### config.mk
export PLATFORM = sky130hd
export DESIGN_NAME = sig_display
export DESIGN_NICKNAME = d
export VERILOG_FILES = /design/src/rtl/sig_display.sv
export SDC_FILE = /design/constraint.sdc
export NUM_CORES = 1
export LEC_CHECK = 0
export BUFFER_PORTS_ARGS = -buffer_cell sky130_fd_sc_hd__buf_2
export CORE_UTILIZATION = 51
export DETAILED_ROUTE_END_ITERATION = 8
export GPL_TIMING_DRIVEN = 1
export HOLD_SLACK_MARGIN = 0.03
export PLACE_DENSITY = 0.76
export REMOVE_ABC_BUFFERS = 1
export SLEW_MARGIN = 10
export SYNTH_ARGS = -nofsm -noshare
export SYNTH_HDL_FRONTEND = slang
export SYNTH_SLANG_ARGS = --single-unit
### constraint.sdc
create_clock -name clock -period 2.93 [get_ports clock]
set_input_delay 0.4395 -clock clock [delete_from_list [all_inputs] [get_ports clock]]
set_output_delay 0.4395 -clock clock [all_outputs]
set_load 0.05 [all_outputs]
### src/rtl/sig_display.sv
// Signature display stage: captures completed signatures, tracks their stability and
// drives a four-digit multiplexed seven-segment display with HP signature characters.
module sig_display #(
    parameter int unsigned SCAN_DIV     = 1024,
    parameter int unsigned STABLE_COUNT = 2
) (
    input  logic        clock,
    input  logic        reset_l,
    input  logic [15:0] signature,
    input  logic        sig_valid,
    input  logic        hold,
    output logic [15:0] disp_word,
    output logic        unstable,
    output logic        valid,
    output logic [3:0]  digit_sel,
    output logic [6:0]  seg
);

    localparam logic [15:0] SCAN_LAST  = 16'(SCAN_DIV - 1);
    localparam logic [3:0]  STABLE_THR = 4'(STABLE_COUNT);

    logic [15:0] disp_q, disp_d;
    logic        unstable_q, unstable_d;
    logic        valid_q, valid_d;
    logic [3:0]  match_q, match_d;
    logic [15:0] scan_q, scan_d;
    logic [3:0]  sel_q, sel_d;
    logic [6:0]  seg_q, seg_d;
    logic        accept;
    logic [3:0]  nibble;
    logic [3:0]  match_inc;

    // Nibble to HP signature character (0-9 A C F H P U), segments {g,f,e,d,c,b,a}.
    function automatic logic [6:0] seg_map(input logic [3:0] n);
        case (n)
            4'h0: seg_map = 7'h3F;
            4'h1: seg_map = 7'h06;
            4'h2: seg_map = 7'h5B;
            4'h3: seg_map = 7'h4F;
            4'h4: seg_map = 7'h66;
            4'h5: seg_map = 7'h6D;
            4'h6: seg_map = 7'h7D;
            4'h7: seg_map = 7'h07;
            4'h8: seg_map = 7'h7F;
            4'h9: seg_map = 7'h6F;
            4'hA: seg_map = 7'h77;
            4'hB: seg_map = 7'h39;
            4'hC: seg_map = 7'h71;
            4'hD: seg_map = 7'h76;
            4'hE: seg_map = 7'h73;
            default: seg_map = 7'h3E;
        endcase
    endfunction

    // sig_valid is a one-cycle strobe with no back-pressure: a strobe seen while hold
    // is high is discarded outright, never deferred.
    assign accept    = sig_valid && !hold;
    assign match_inc = (match_q == 4'd15) ? 4'd15 : match_q + 4'd1;

    always_comb begin
        disp_d     = disp_q;
        unstable_d = unstable_q;
        valid_d    = valid_q;
        match_d    = match_q;
        scan_d     = scan_q + 16'd1;
        sel_d      = sel_q;
        nibble     = 4'h0;
        seg_d      = 7'h00;

        if (accept) begin
            if (!valid_q) begin
                disp_d  = signature;
                valid_d = 1'b1;
                match_d = 4'd0;
            end else if (signature != disp_q) begin
                disp_d     = signature;
                unstable_d = 1'b1;
                match_d    = 4'd0;
            end else begin
                match_d = match_inc;
                if (match_inc == STABLE_THR) begin
                    unstable_d = 1'b0;
                end
            end
        end

        if (scan_q == SCAN_LAST) begin
            scan_d = 16'd0;
            sel_d  = {sel_q[0], sel_q[3:1]};
        end

        // Segments follow the next-state digit and word so they stay aligned with digit_sel.
        case (sel_d)
            4'b1000: nibble = disp_d[15:12];
            4'b0100: nibble = disp_d[11:8];
            4'b0010: nibble = disp_d[7:4];
            4'b0001: nibble = disp_d[3:0];
            default: nibble = 4'h0;
        endcase
        if (valid_d) begin
            seg_d = seg_map(nibble);
        end
    end

    always_ff @(posedge clock or negedge reset_l) begin
        if (!reset_l) begin
            disp_q     <= 16'h0000;
            unstable_q <= 1'b0;
            valid_q    <= 1'b0;
            match_q    <= 4'd0;
            scan_q     <= 16'd0;
            sel_q      <= 4'b1000;
            seg_q      <= 7'h00;
        end else begin
            disp_q     <= disp_d;
            unstable_q <= unstable_d;
            valid_q    <= valid_d;
            match_q    <= match_d;
            scan_q     <= scan_d;
            sel_q      <= sel_d;
            seg_q      <= seg_d;
        end
    end

    assign disp_word = disp_q;
    assign unstable  = unstable_q;
    assign valid     = valid_q;
    assign digit_sel = sel_q;
    assign seg       = seg_q;

endmodule

* Yosys cells after proc, flatten, opt, wreduce, memory -nomap -nowiden *
Memories as Yosys holds them, arrays and structs flattened.
Cells that the tools add are included.

storage, ports and cells
  register bits = 49
  bits in read-only memories = 112
  output and inout bits = 29
  memories = 1

operators by class
  $add $sub $neg = 2
  equal/unequal tests = 8
  mux-type cells = 13
  reductions and logical operators = 4

memory list
  memory           words  width  rd ports  clocked after Yosys merged registers in  write ports  RTL line  text
  (no name shown)  16     7      1         0                                        0            35        case (n)

operators with widths
  kind                                             count
  two-way mux 16 bit                               4
  adder 16 x 1 -> 16 bit, second input constant    1
  == test 16 x 10 -> 1 bit, second input constant  1
  two-way mux 4 bit                                4
  inequality test 16 bit                           1
  one-hot mux 4 bit (4 select lines)               1
  == test 4 x 2 -> 1 bit, second input constant    2
  == test 4 bit, second input constant             2
  two-way mux 7 bit                                1
  adder 4 x 1 -> 4 bit, second input constant      1
  == test 4 x 1 -> 1 bit, second input constant    1
  == test 4 x 3 -> 1 bit, second input constant    1
  two-way mux 1 bit                                3
  AND reduction 3 bit                              1
  nonzero test 2 bit                               1
  logical AND 1 bit                                1
  zero test 1 bit                                  1

* Depth between registers and ports, before layout *
Gate-level depths: netlist of the first run.
An unclocked memory read counts as a cell.

  depth after elaboration = 7
  gate-level depth with buffers = 13

* Worst setup path before layout of the first run *
Ideal clock, no wire load.

  path type = reg-to-reg
  start point = register disp_q[15], in the netlist disp_word[15]
  end point = register seg_q[3], in the netlist seg[3]
  setup time = 94 ps
  arrival = 3070 ps
  setup slack = -234 ps
  cell stages (with the launch flop) = 12
  cells stage by stage = dfrtp_1 xor2_1 nor4_1 and4_1 buf_2 a21oi_1 mux2_2 a2111oi_4 ha_1 a41oi_1 a211oi_1 a211oi_1

on the way
  word-level cells in the longest chain between the ends = 7

ends and longest elaborated chain
  what                                RTL line  text
  from (decl)                         22        logic [15:0] disp_q, disp_d;
  from (signal assigned)              115       disp_q <= disp_d;
  inequality test 16 bit              75        end else if (signature != disp_q) begin
  two-way mux 16 bit                  75
  two-way mux 16 bit                  71        if (!valid_q) begin
  two-way mux 16 bit                  70        if (accept) begin
  named net disp_d[9]                 22
  one-hot mux 4 bit (4 select lines)  93        case (sel_d)
  memory (16 x 7 bit)                 -
  two-way mux 7 bit                   100       if (valid_d) begin
  named net seg_d[3]                  28        logic [6:0] seg_q, seg_d;
  to (signal assigned)                121       seg_q <= seg_d;
  to (decl)                           28

The timed path passes the listed nets, and every way through them passes these cells.
A chain may end at the register's enable or synchronous reset.

* Worst setup path in the final report of the first run *
  start point = register disp_q[1], in the netlist disp_word[1]
  end point = register seg_q[6], in the netlist seg[6]

The elaborated chain is that of the path after synthesis.

==> results summary, run 1 <==
The count of placed standard cells in the final layout, fillers left out is 503. Counting tap cells, the placed design contains a total of 483 instances. The most used flip-flop cell after synthesis is sky130_fd_sc_hd__dfrtp_1. Buffers inserted to repair hold after CTS numbered 0. The worst setup path is launched from a flop. The full die area came out at 0.00606 sq mm. The total core area is 0.00554 sq mm. The count of nets left with antenna violations once routing finished came out at 0. The via count of the first global-routing pass came out at 2672. The worst-case IR drop observed on VDD is 249 uV. The synthesized cell area came out at 0.00294 sq mm.

In this design, the stage delay of the slowest critical-path cell is 0.41 ns. Clock tree synthesis inserted a total of 5 buffers. The total of max-cap violations came out at 0. The detailed-route wire length per cell came out at 16.0 um. The final-report setup violation count came out at 3. The kind of critical path is flop to flop. The smallest clock period supported by the final layout is computed as 2.98 ns. The final cell utilization of the core is 0.710.

For this block, the initial DRC count from the detailed router was 278. The maximum number of buffers from clock root to sink came out at 2. The global route total overflow came out at 0. The horizontal extent of the die came out at 77.9 um. The worst-case setup margin in the final layout came out at -0.0528 ns.

Ranked by total cell area, the synthesized netlist is headed by sky130_fd_sc_hd__dfrtp_1 (41%), sky130_fd_sc_hd__nand2_1 (7.4%), sky130_fd_sc_hd__xor2_1 (6.6%). The tree is rooted in a sky130_fd_sc_hd__clkbuf_8. The share of synthesized area in the top cell type comes to 0.409. The first TritonRoute pass finished after 5 iterations. The clock net sink count is 49. The sum of routed wire length over all layers came out at 8020 um. The run finished, with violations left. The initial antenna violation count came out at 0. Derived from the worst setup path, the maximum achievable clock frequency is 335 MHz. The first global-routing pass estimated 12500 um of wire. The number of pins with negative max-slew slack in the final report came out at 0. The cell family contributing the most delay on the critical path is compound AO/OA/AOI/OAI gates. The relative slew slack is 0.484.

The total negative slack for setup checks came out at -0.103 ns. The cell leakage power came out at 1.90 nW. The share of the Yosys chip area taken by registers is 0.418. The clock arrives with 0.0104 ns of skew. The wire-length estimate of the detail-placed layout is 5520 um. The number of synthesized flops with an enable pin came out at 0. The maximum number of pins on one net before global-route repair came out at 35. The share of post-route cells with drive strength above 1 came out at 0.390. The count of input and output buffers is 48. The actual transition at the worst max-transition pin is 0.775 ns. Hold timing on the final database bottoms out at a slack of 0.207 ns.

Yosys printed 0 warnings. Data on the critical path arrives at its endpoint at 3.19 ns. Total power for the finished layout comes to 1.64 mW. The count of unresolved DRC violations after routing is 0. The worst setup path is captured at a flop. The mean instance size in the synthesized netlist came out at 8.92 sq um. The number of H-tree branching levels is 2. Among all stages on the critical path, the largest delay is contributed by sky130_fd_sc_hd__dfrtp_1.

Walking the worst path, the cells encountered are xor2_1 > nor4_2 > buf_4 > and4_4 > a21oi_2 > mux2_4 > a2111oi_4 > inv_1 > ha_4 > inv_1 > a21oi_1 > a311oi_1. The detailed-route vias per instance is 5.71. The total global-route track usage is 0.265. The maximum fanout along the worst path is 4. Together, buffers and inverters on the worst path number 3. The initialized floorplan defines 27 standard-cell rows. The final-layout fill cell count came out at 423.

The routability congestion estimate from global placement is 0.846. The area growth from synthesis to layout is 34.0%. The final layout net count came out at 458. The required time at the endpoint of the critical path is 3.13 ns. The detailed-route via count came out at 2872. TritonCTS built the clock tree. The checks that failed: setup timing. The placed cell area came out at 0.00356 sq mm. In this design, the critical path's most frequently occurring cell is sky130_fd_sc_hd__inv_1. The clock insertion delay at the later pin of the skew report is 0.31 ns.

The type of the tightest min-delay check is input port to async pin. The clock-pin transition on the worst setup and hold timing paths came out at 0.10 ns. The hold violation total from the final report is 0. The count of unique library cells instantiated by Yosys came out at 45. The die is 77.9 um tall. The minimum setup slack after placement came out at -0.310 ns. The async set-reset flop share out of synthesis came out at 1.00. The number of antenna diodes in the final layout is 0.

The power density of the placed cells is 418 mW/mm^2. The initial utilization of the core area, before any placement, comes to 0.530. The number of I/O pins is 49. Setup repair after global routing could not meet its margin everywhere. The final cell area excluding filler cells came out at 0.00393 sq mm.

The register bit total from synthesis came out at 49. Of all cell types, the one taking the most synthesized area is sky130_fd_sc_hd__dfrtp_1. The number of instances in the synthesized netlist came out at 329.

The fraction of the cycle the final worst path needs came out at 1.02.
[routing by layer]
metal | part of all wire | wire (um) | global-route usage
met5 | 0 | 0 | 0
met4 | 0.030 | 241 | 0.100
met3 | 0.056 | 452 | 0.0506
met2 | 0.50 | 3990 | 0.453
met1 | 0.42 | 3340 | 0.331
[placed cells by master (no fill, tap or decap), types with 4 or more instances in the layout]
cell type	n
sky130_fd_sc_hd__nand2_1	58
sky130_fd_sc_hd__buf_4	57
sky130_fd_sc_hd__dfrtp_1	48
sky130_fd_sc_hd__buf_2	48
sky130_fd_sc_hd__o21ai_0	26
sky130_fd_sc_hd__xor2_1	22
sky130_fd_sc_hd__a21oi_1	19
sky130_fd_sc_hd__nor2_1	19
sky130_fd_sc_hd__or2_2	15
sky130_fd_sc_hd__inv_1	8
sky130_fd_sc_hd__nand4_1	8
sky130_fd_sc_hd__nand3_1	8
sky130_fd_sc_hd__xnor2_1	7
sky130_fd_sc_hd__clkbuf_8	5
sky130_fd_sc_hd__nor4_2	4
sky130_fd_sc_hd__nor2b_1	4
sky130_fd_sc_hd__and3_1	4
sky130_fd_sc_hd__o21ai_1	4
sky130_fd_sc_hd__o21a_1	4
sky130_fd_sc_hd__mux2i_1	4
sky130_fd_sc_hd__buf_6	4
[kinds of logic (layout without fill, tap and decap cells)]
family,count (synthesis),count (layout),share of synthesized area
compound gates,79,79,0.171
mux,9,9,0.0341
simple gates,131,131,0.220
xor+xnor,29,29,0.0865
buf+inv,24,126,0.0367
fa+ha+maj,8,8,0.0341
flops,49,49,0.418
[state kept, by name, indices dropped and copies added, names as in the netlist]
name       cells
valid          1
unstable       1
scan_q        16
digit_sel      4
match_q        4
disp_word     16
seg            7
[cells in the mapped netlist, types with 4 or more instances]
cell type                  number
sky130_fd_sc_hd__a211oi_1       6
sky130_fd_sc_hd__inv_1          9
sky130_fd_sc_hd__nand2_1       58
sky130_fd_sc_hd__nor2_1        19
sky130_fd_sc_hd__nor2b_1        4
sky130_fd_sc_hd__or2_2         15
sky130_fd_sc_hd__nor4_1         4
sky130_fd_sc_hd__a21oi_1       22
sky130_fd_sc_hd__clkbuf_1      11
sky130_fd_sc_hd__nand4_1        8
sky130_fd_sc_hd__o21a_1         4
sky130_fd_sc_hd__o21ai_0       31
sky130_fd_sc_hd__and3_1         4
sky130_fd_sc_hd__xor2_1        22
sky130_fd_sc_hd__mux2i_1        4
sky130_fd_sc_hd__xnor2_1        7
sky130_fd_sc_hd__ha_1           8
sky130_fd_sc_hd__nand3_1        8
sky130_fd_sc_hd__dfrtp_1       48
sky130_fd_sc_hd__mux2_2         4
[repair_timing]
item                       CTS  global route
setup endpoints to repair    7             7
gates resized for setup     20            17
buffers inserted             5             7
pin swaps                   18             8
[worst register-to-register path, cell delays in order (launching register included)]
cell                        delay (ns)
sky130_fd_sc_hd__dfrtp_1          0.41
sky130_fd_sc_hd__xor2_1           0.17
sky130_fd_sc_hd__nor4_2           0.33
sky130_fd_sc_hd__buf_4            0.17
sky130_fd_sc_hd__and4_4           0.25
sky130_fd_sc_hd__a21oi_2          0.07
sky130_fd_sc_hd__mux2_4           0.34
sky130_fd_sc_hd__a2111oi_4        0.37
sky130_fd_sc_hd__inv_1            0.17
sky130_fd_sc_hd__ha_4             0.20
sky130_fd_sc_hd__inv_1            0.09
sky130_fd_sc_hd__a21oi_1          0.06
sky130_fd_sc_hd__a311oi_1         0.26
[path summary, 6_finish.rpt]
check,slack (ns),cells past startpoint,start,to
setup / recovery,-0.05,12,disp_word[1],seg[6]
hold / removal,0.21,1,reset_l,disp_word[7]
setup reg to reg,-0.05,12,disp_word[1],seg[6]
hold reg to reg,0.49,1,scan_q[15],scan_q[15]
max in group asynchronous,2.03,2,reset_l,digit_sel[3]
min in group clock,0.49,1,scan_q[15],scan_q[15]
[power by group]
part           internal (mW)  switching, mW
Clock                  0.339          0.227
Sequential             0.704         0.0264
Combinational          0.121          0.226
Total                   1.16          0.480
[cell type report]
cell class	count	area, sq um	area share
Sequential cell	49	1230	0.312
Timing Repair Buffer	109	713	0.181
Inverter	9	36.3	0.00923
Multi-Input combinational cell	256	1730	0.440
Clock buffer	5	68.8	0.0175
Clock inverter	3	65.1	0.0165
Tap cell	72	90.1	0.0229
(Power assumes the default switching activity.)
==> run 2: changes to the inputs <==
Settings changed: CORE_MARGIN set to 2.
==> results summary, run 2 (same netlist as run 1, synthesis figures left out) <==
Counting stages on the worst path, the most repeated cell is sky130_fd_sc_hd__buf_4. The met1 routing resource usage after global routing is 0.300 (-0.0315). TritonCTS built the clock tree. The number of pins with negative max-slew slack in the final report came out at 0 (unchanged). The run finished, with violations left. The buffer cell driving the clock tree root is sky130_fd_sc_hd__clkbuf_8. The actual transition at the worst max-transition pin is 0.634 ns (-0.141 ns).

The final critical delay including setup and external delays was 3.07 ns (+0.0847 ns). In this run the worst hold path is classified as input port to async pin. The global route total overflow came out at 0 (unchanged). The fraction of the cycle the final worst path needs came out at 1.05 (+0.0289).

The upper clock frequency limit was 326 MHz (-2.8%). Setup repair after global routing could not meet its margin everywhere. The count of unresolved DRC violations after routing was 0 (unchanged). The via count of the first global-routing pass is 2715 (+1.6%). The final-layout fill cell count is 437 (+3.3%). The detailed-route vias per instance came to 5.76 (+0.86%). The hold violation total from the final report is 0 (unchanged). For this design, the slowest cell found on the critical path is sky130_fd_sc_hd__dfrtp_1.

The detailed router's first-iteration violation count came out at 232 (-17%). The final-report setup violation count came to 7 (+4). The half-perimeter wire length of the detailed placement result is 5310 um (-3.9%). The maximum fanout along the worst path came out at 5 (+1). The overall die height came out at 79.9 um (+2.6%). The worst setup skew after layout is 0.00957 ns (-0.000777 ns). The final reports fail on setup timing. The cell count along the critical path is 14 (+2). The number of H-tree branching levels was 2 (unchanged). The count of buffering cells on the critical path with inverters included is 5 (+2). The share of post-route cells with drive strength above 1 came to 0.385 (-0.00500). Walking the worst path, the cells encountered are xor2_1 > nor4_2 > buf_4 > buf_4 > nand4_1 > buf_4 > o21ai_0 > o21ai_1 > nand4_1 > buf_4 > inv_4 > ha_1 > mux2_2 > a21oi_2.

The kind of critical path is flop to flop. The clock-pin transition on the worst setup and hold timing paths came out at 0.09 ns (about the same). The final cell utilization of the core came out at 0.708 (-0.00226). The minimum hold slack is 0.154 ns (-0.0531 ns).

The effective utilization at floorplan is 0.530 (unchanged). In this run the most used layer during global routing was met2. The required time at the endpoint of the critical path is 3.16 ns (+0.03 ns). The number of diodes is 0 (unchanged).

The most common library cell in the layout ignoring fill and taps is sky130_fd_sc_hd__buf_4. The maximum VDD drop came to 247 uV (-0.64%). The maximum number of pins on one net before global-route repair was 50 (+43%). The full die area came out at 0.00638 sq mm (+5.2%).

The detailed-routing iteration count for the pre-antenna-repair pass came out at 5 (unchanged). The detailed-route via count is 2914 (+1.5%). The kind of cell adding the most delay to the critical path is simple AND/OR/NAND/NOR gates. The relative slew slack is 0.578 (+0.0940). The number of placement rows came out at 27 (unchanged). The maximum single-stage delay on the critical path was 0.41 ns (about the same). The worst setup path is captured at a flop.

The met2 global-route usage is 0.425 (-0.0279). The wire length of the first global-routing pass is 12200 um (-1.8%). The placed cell area is 0.00359 sq mm (+0.98%).

The total global-route track usage came out at 0.245 (-0.0206). The fraction of met3 tracks used by global routing is 0.0475 (-0.00308). The number of I/O pins is 49 (unchanged).

The number of buffers inserted during clock tree synthesis came out at 5 (unchanged). The worst-case setup margin in the final layout is -0.137 ns (-0.0847 ns). The clock insertion delay at the later pin of the skew report came out at 0.30 ns (about the same). The detailed-route wire length per cell came out at 15.8 um (-0.80%). The power density of the placed cells is 388 mW/mm^2 (-7.1%). The clock net sink count is 49 (unchanged).

The routability congestion estimate from global placement is 0.908 (+7.3%). The cell leakage power is 1.89 nW (-0.34%). The final layout net count is 461 (+0.66%). The cts-stage hold buffer count came out at 0 (unchanged). The residual antenna-violating net count after detailed routing came out at 0 (unchanged). The category of the worst setup path launch point is a flop.

The library cells used most frequently in the layout, excluding fill and tap cells, are sky130_fd_sc_hd__buf_4 (59), sky130_fd_sc_hd__nand2_1 (58), sky130_fd_sc_hd__dfrtp_1 (48), sky130_fd_sc_hd__buf_2 (47), sky130_fd_sc_hd__o21ai_0 (24). The initial antenna violation count came out at 0 (unchanged). The length in cells of the worst reg-to-reg path is 14 (+2). The final cell area excluding filler cells was 0.00392 sq mm (-0.32%).

The total of max-cap violations came out at 0 (unchanged). The sum of routed wire length over all layers came out at 8010 um (-0.21%). The maximum number of buffers from clock root to sink is 2 (unchanged).

Relative to the synthesized area, the layout overhead comes to 33.5%. The horizontal extent of the die came to 79.9 um (+2.6%). The count of input and output buffers came out at 48 (unchanged). The arrival time at the worst endpoint was 3.30 ns (+0.11 ns). The total core area came out at 0.00554 sq mm (unchanged).
-- run 2: per-stage QoR --
| step | instances | TNS [ns] | power [mW] | setup WS (ns) |
|---|---|---|---|---|
| after floorplan | 314 | -2.45 | 0.937 | -0.452 |
| after global placement | 486 | -0.894 | 1.07 | -0.192 |
| after detailed placement | 486 | -1.48 | 1.07 | -0.282 |
| after CTS | 497 | -0.0177 | 1.52 | -0.0112 |
| after global routing | 506 | -0.888 | 1.59 | -0.166 |
| final | 506 | -0.564 | 1.52 | -0.137 |
-- run 2: worst paths after layout --
path	startpoint	endpoint	slack, ns
max	disp_word[14]	seg[2]	-0.14
min	reset_l	disp_word[8]	0.15
max reg2reg	disp_word[14]	seg[2]	-0.14
min reg2reg	unstable	unstable	0.49
max in group asynchronous	reset_l	scan_q[9]	2.35
min in group clock	unstable	unstable	0.49
-- run 2: report_power, final --
part           total (mW)  internal (mW)  switching, mW
combinational       0.356          0.129          0.228
clock               0.438          0.214          0.224
sequential          0.727          0.704         0.0237
total                1.52           1.05          0.476
-- run 2: layout make-up --
class                           instances  area, sq um  area share
Clock buffer                            7         96.3      0.0246
Clock inverter                          1         5.00     0.00128
Inverter                                9         36.3     0.00926
Multi-Input combinational cell        257         1720       0.439
Sequential cell                        49         1230       0.313
Tap cell                               72         90.1      0.0230
Timing Repair Buffer                  111          743       0.190
-- run 2: routing by layer --
layer / share of wire / up-vias
li1: - / 1349
met1: 0.40 / 1417
met2: 0.52 / 128
met3: 0.063 / 20
met4: 0.020 / 0
met5: 0 / -
-- run 2: what timing repair did --
item                                    CTS  global route
endpoints found under the setup margin    7             7
buffers inserted                          2             9
pin swaps                                10            20
gates cloned                              1             0
resized for setup                        11            25
==> run 3: changes to the inputs <==
Settings changed: SETUP_SLACK_MARGIN set to 0.4.
==> results summary, run 3 (same netlist as run 1, synthesis figures left out) <==
The CTS tree is done. The minimum hold slack is 0.150 ns (-0.00390 ns). The maximum number of pins on one net before global-route repair came out at 50 (unchanged).

The detailed-routing iteration count for the pre-antenna-repair pass came out at 5 (unchanged). The switching share of power came out at 0.316 (+0.00370). The arrival time at the worst endpoint is 3.23 ns (-0.07 ns). The area growth from synthesis to layout is 35.8%. The effective utilization at floorplan is 0.530 (unchanged). The cts-stage hold buffer count came out at 0 (unchanged). The maximum VDD drop came out at 201 uV (-18%). The number of I/O pins is 49 (unchanged). The most common library cell in the layout ignoring fill and taps is sky130_fd_sc_hd__buf_4. The clock-pin transition on the worst setup and hold timing paths is 0.10 ns (about the same). The cell leakage power came to 1.90 nW (+0.67%). The clock insertion delay at the later pin of the skew report came out at 0.31 ns (about the same).

The buffer cell driving the clock tree root is sky130_fd_sc_hd__clkbuf_8. The detailed-route wire length per cell is 16.9 um (+7.1%). In the layout the commonest cells are sky130_fd_sc_hd__buf_4 (60), sky130_fd_sc_hd__nand2_1 (58), sky130_fd_sc_hd__dfrtp_1 (48), sky130_fd_sc_hd__buf_2 (47), sky130_fd_sc_hd__xor2_1 (22). The total of max-cap violations is 0 (unchanged). The wire length of the first global-routing pass is 12800 um (+4.7%). The sum of routed wire length over all layers is 8610 um (+7.5%). The final critical delay including setup and external delays is 3.06 ns (-0.00566 ns).

The horizontal extent of the die is 79.9 um (unchanged). The setup path with the least slack is of type flop to flop. The count of input and output buffers came out at 48 (unchanged). The relative slew slack came out at 0.573 (-0.00413).

The internal portion of total power came to 1.04 mW (-0.14%). The maximum number of buffers from clock root to sink came to 2 (unchanged). The residual antenna-violating net count after detailed routing came to 0 (unchanged). The placed cell area came to 0.00359 sq mm (unchanged). STA classifies the critical path startpoint as a flop. The total core area came out at 0.00554 sq mm (unchanged). The total global-route track usage is 0.256 (+0.0110). The upper clock frequency limit is 327 MHz (+0.18%).

The number of H-tree branching levels is 2 (unchanged). The share of total power in the clock network is 0.290 (+0.002). The detailed-route vias per instance was 5.91 (+2.6%).

The power density of the placed cells came out at 383 mW/mm^2 (-1.2%). The via count of the first global-routing pass is 2825 (+4.1%). The worst setup skew after layout came out at 0.0148 ns (+0.00525 ns).

The final-report setup violation count came out at 5 (-2). The share of post-route cells with drive strength above 1 is 0.401 (+0.0166). The global route total overflow came out at 0 (unchanged). STA classifies the critical path endpoint as a flop. The final layout net count is 463 (+0.43%). The final cell area excluding filler cells came out at 0.00399 sq mm (+1.7%). The fraction of the cycle the final worst path needs is 1.04 (-0.00193). The full die area came to 0.00638 sq mm (unchanged). The total negative slack for setup checks was -0.365 ns (+0.199 ns). The initial antenna violation count came to 0 (unchanged).

The number of pins with negative max-slew slack in the final report is 0 (unchanged). The run finished, with violations left. The count of unresolved DRC violations after routing came out at 0 (unchanged). The length in cells of the worst reg-to-reg path is 11 (-3). The overall die height was 79.9 um (unchanged). The number of placement rows is 27 (unchanged).

The path class of the tightest hold or removal check is input port to async pin. The half-perimeter wire length of the detailed placement result came out at 5310 um (unchanged). The actual transition at the worst max-transition pin is 0.640 ns (+0.00619 ns). The required time at the endpoint of the critical path is 3.09 ns (-0.07 ns).

The clock net sink count is 49 (unchanged). Setup repair after global routing could not meet its margin everywhere. The final reports fail on setup timing.

The hold violation total from the final report came to 0 (unchanged). The number of buffers inserted during clock tree synthesis came out at 5 (unchanged). The combinational share of power came out at 0.233 (about the same).

The switching component of the power is 0.484 mW (+1.6%). The detailed-route via count is 3003 (+3.1%). The routability congestion estimate from global placement came out at 0.908 (unchanged). The maximum fanout along the worst path was 5 (unchanged). The number of diodes is 0 (unchanged). The worst-case setup margin in the final layout was -0.132 ns (+0.00566 ns). The sequential share of power is 0.476 (-0.002). The detailed router's first-iteration violation count was 295 (+27%).
run 3: changes by cell type in the layout (fill, tap and decap cells not counted), sizes merged:
cell	before	now
buf	111	113
run 3: cell type report:
class                   instances  area [sq um]
clock buffers                   7          96.3
clock inverters                 1          5.00
fillers                       428          1560
inverters                       9          33.8
multi-input cells             257          1760
flip-flops and latches         49          1230
well taps                      72          90.1
repair buffers                113           771
run 3: critical path, cell delays in order (launching register included):
cell and delay, ns:
sky130_fd_sc_hd__dfrtp_1 0.41, sky130_fd_sc_hd__xor2_1 0.19, sky130_fd_sc_hd__nor4_2 0.36, sky130_fd_sc_hd__and4_4 0.35, sky130_fd_sc_hd__a21oi_4 0.07, sky130_fd_sc_hd__mux2_4 0.34, sky130_fd_sc_hd__a2111oi_4 0.36, sky130_fd_sc_hd__buf_4 0.19
sky130_fd_sc_hd__buf_6 0.12, sky130_fd_sc_hd__buf_4 0.11, sky130_fd_sc_hd__mux2i_2 0.28, sky130_fd_sc_hd__a211oi_2 0.15
run 3: power groups by stage:
stage / combinational (mW) / sequential (mW) / clock, mW
4_1_cts: 0.345 / 0.727 / 0.453
5_1_grt: 0.381 / 0.732 / 0.487
6_report: 0.357 / 0.728 / 0.444
3_3_place_gp: 0.328 / 0.738 / 0
2_1_floorplan: 0.0921 / 0.845 / 0
3_5_place_dp: 0.333 / 0.740 / 0
run 3: through the flow:
stage                     worst slack [ns]  power [mW]  std cells   util
after global routing                -0.186        1.60        508  0.719
after detailed placement            -0.282        1.07        486  0.649
after floorplan                     -0.452       0.937        314      -
after global placement              -0.192        1.07        486  0.649
final                               -0.132        1.53        508  0.719
after CTS                          -0.0105        1.52        502  0.695
run 3: worst paths after layout:
check	startpoint	to	slack [ns]
max in group asynchronous	reset_l	scan_q[9]	2.37
setup reg to reg	disp_word[10]	seg[3]	-0.13
hold / removal	reset_l	scan_q[15]	0.15
hold reg to reg	unstable	unstable	0.49
min in group clock	unstable	unstable	0.49
setup / recovery	disp_word[10]	seg[3]	-0.13
run 3: metal layers:
layer	GRT usage	wire [um]	share of wire	vias to the layer above
met4	0.114	301	0.035	0
met5	0	0	0	-
met1	0.318	3350	0.39	1433
li1	-	-	-	1352
met3	0.0328	578	0.067	38
met2	0.443	4380	0.51	180
run 3: timing repair:
item | 4_1_cts | 5_1_grt
endpoints found under the setup margin | 7 | 7
pin swaps | 12 | 14
cloned | 1 | 0
gates resized for setup | 23 | 24
buffers inserted | 7 | 6
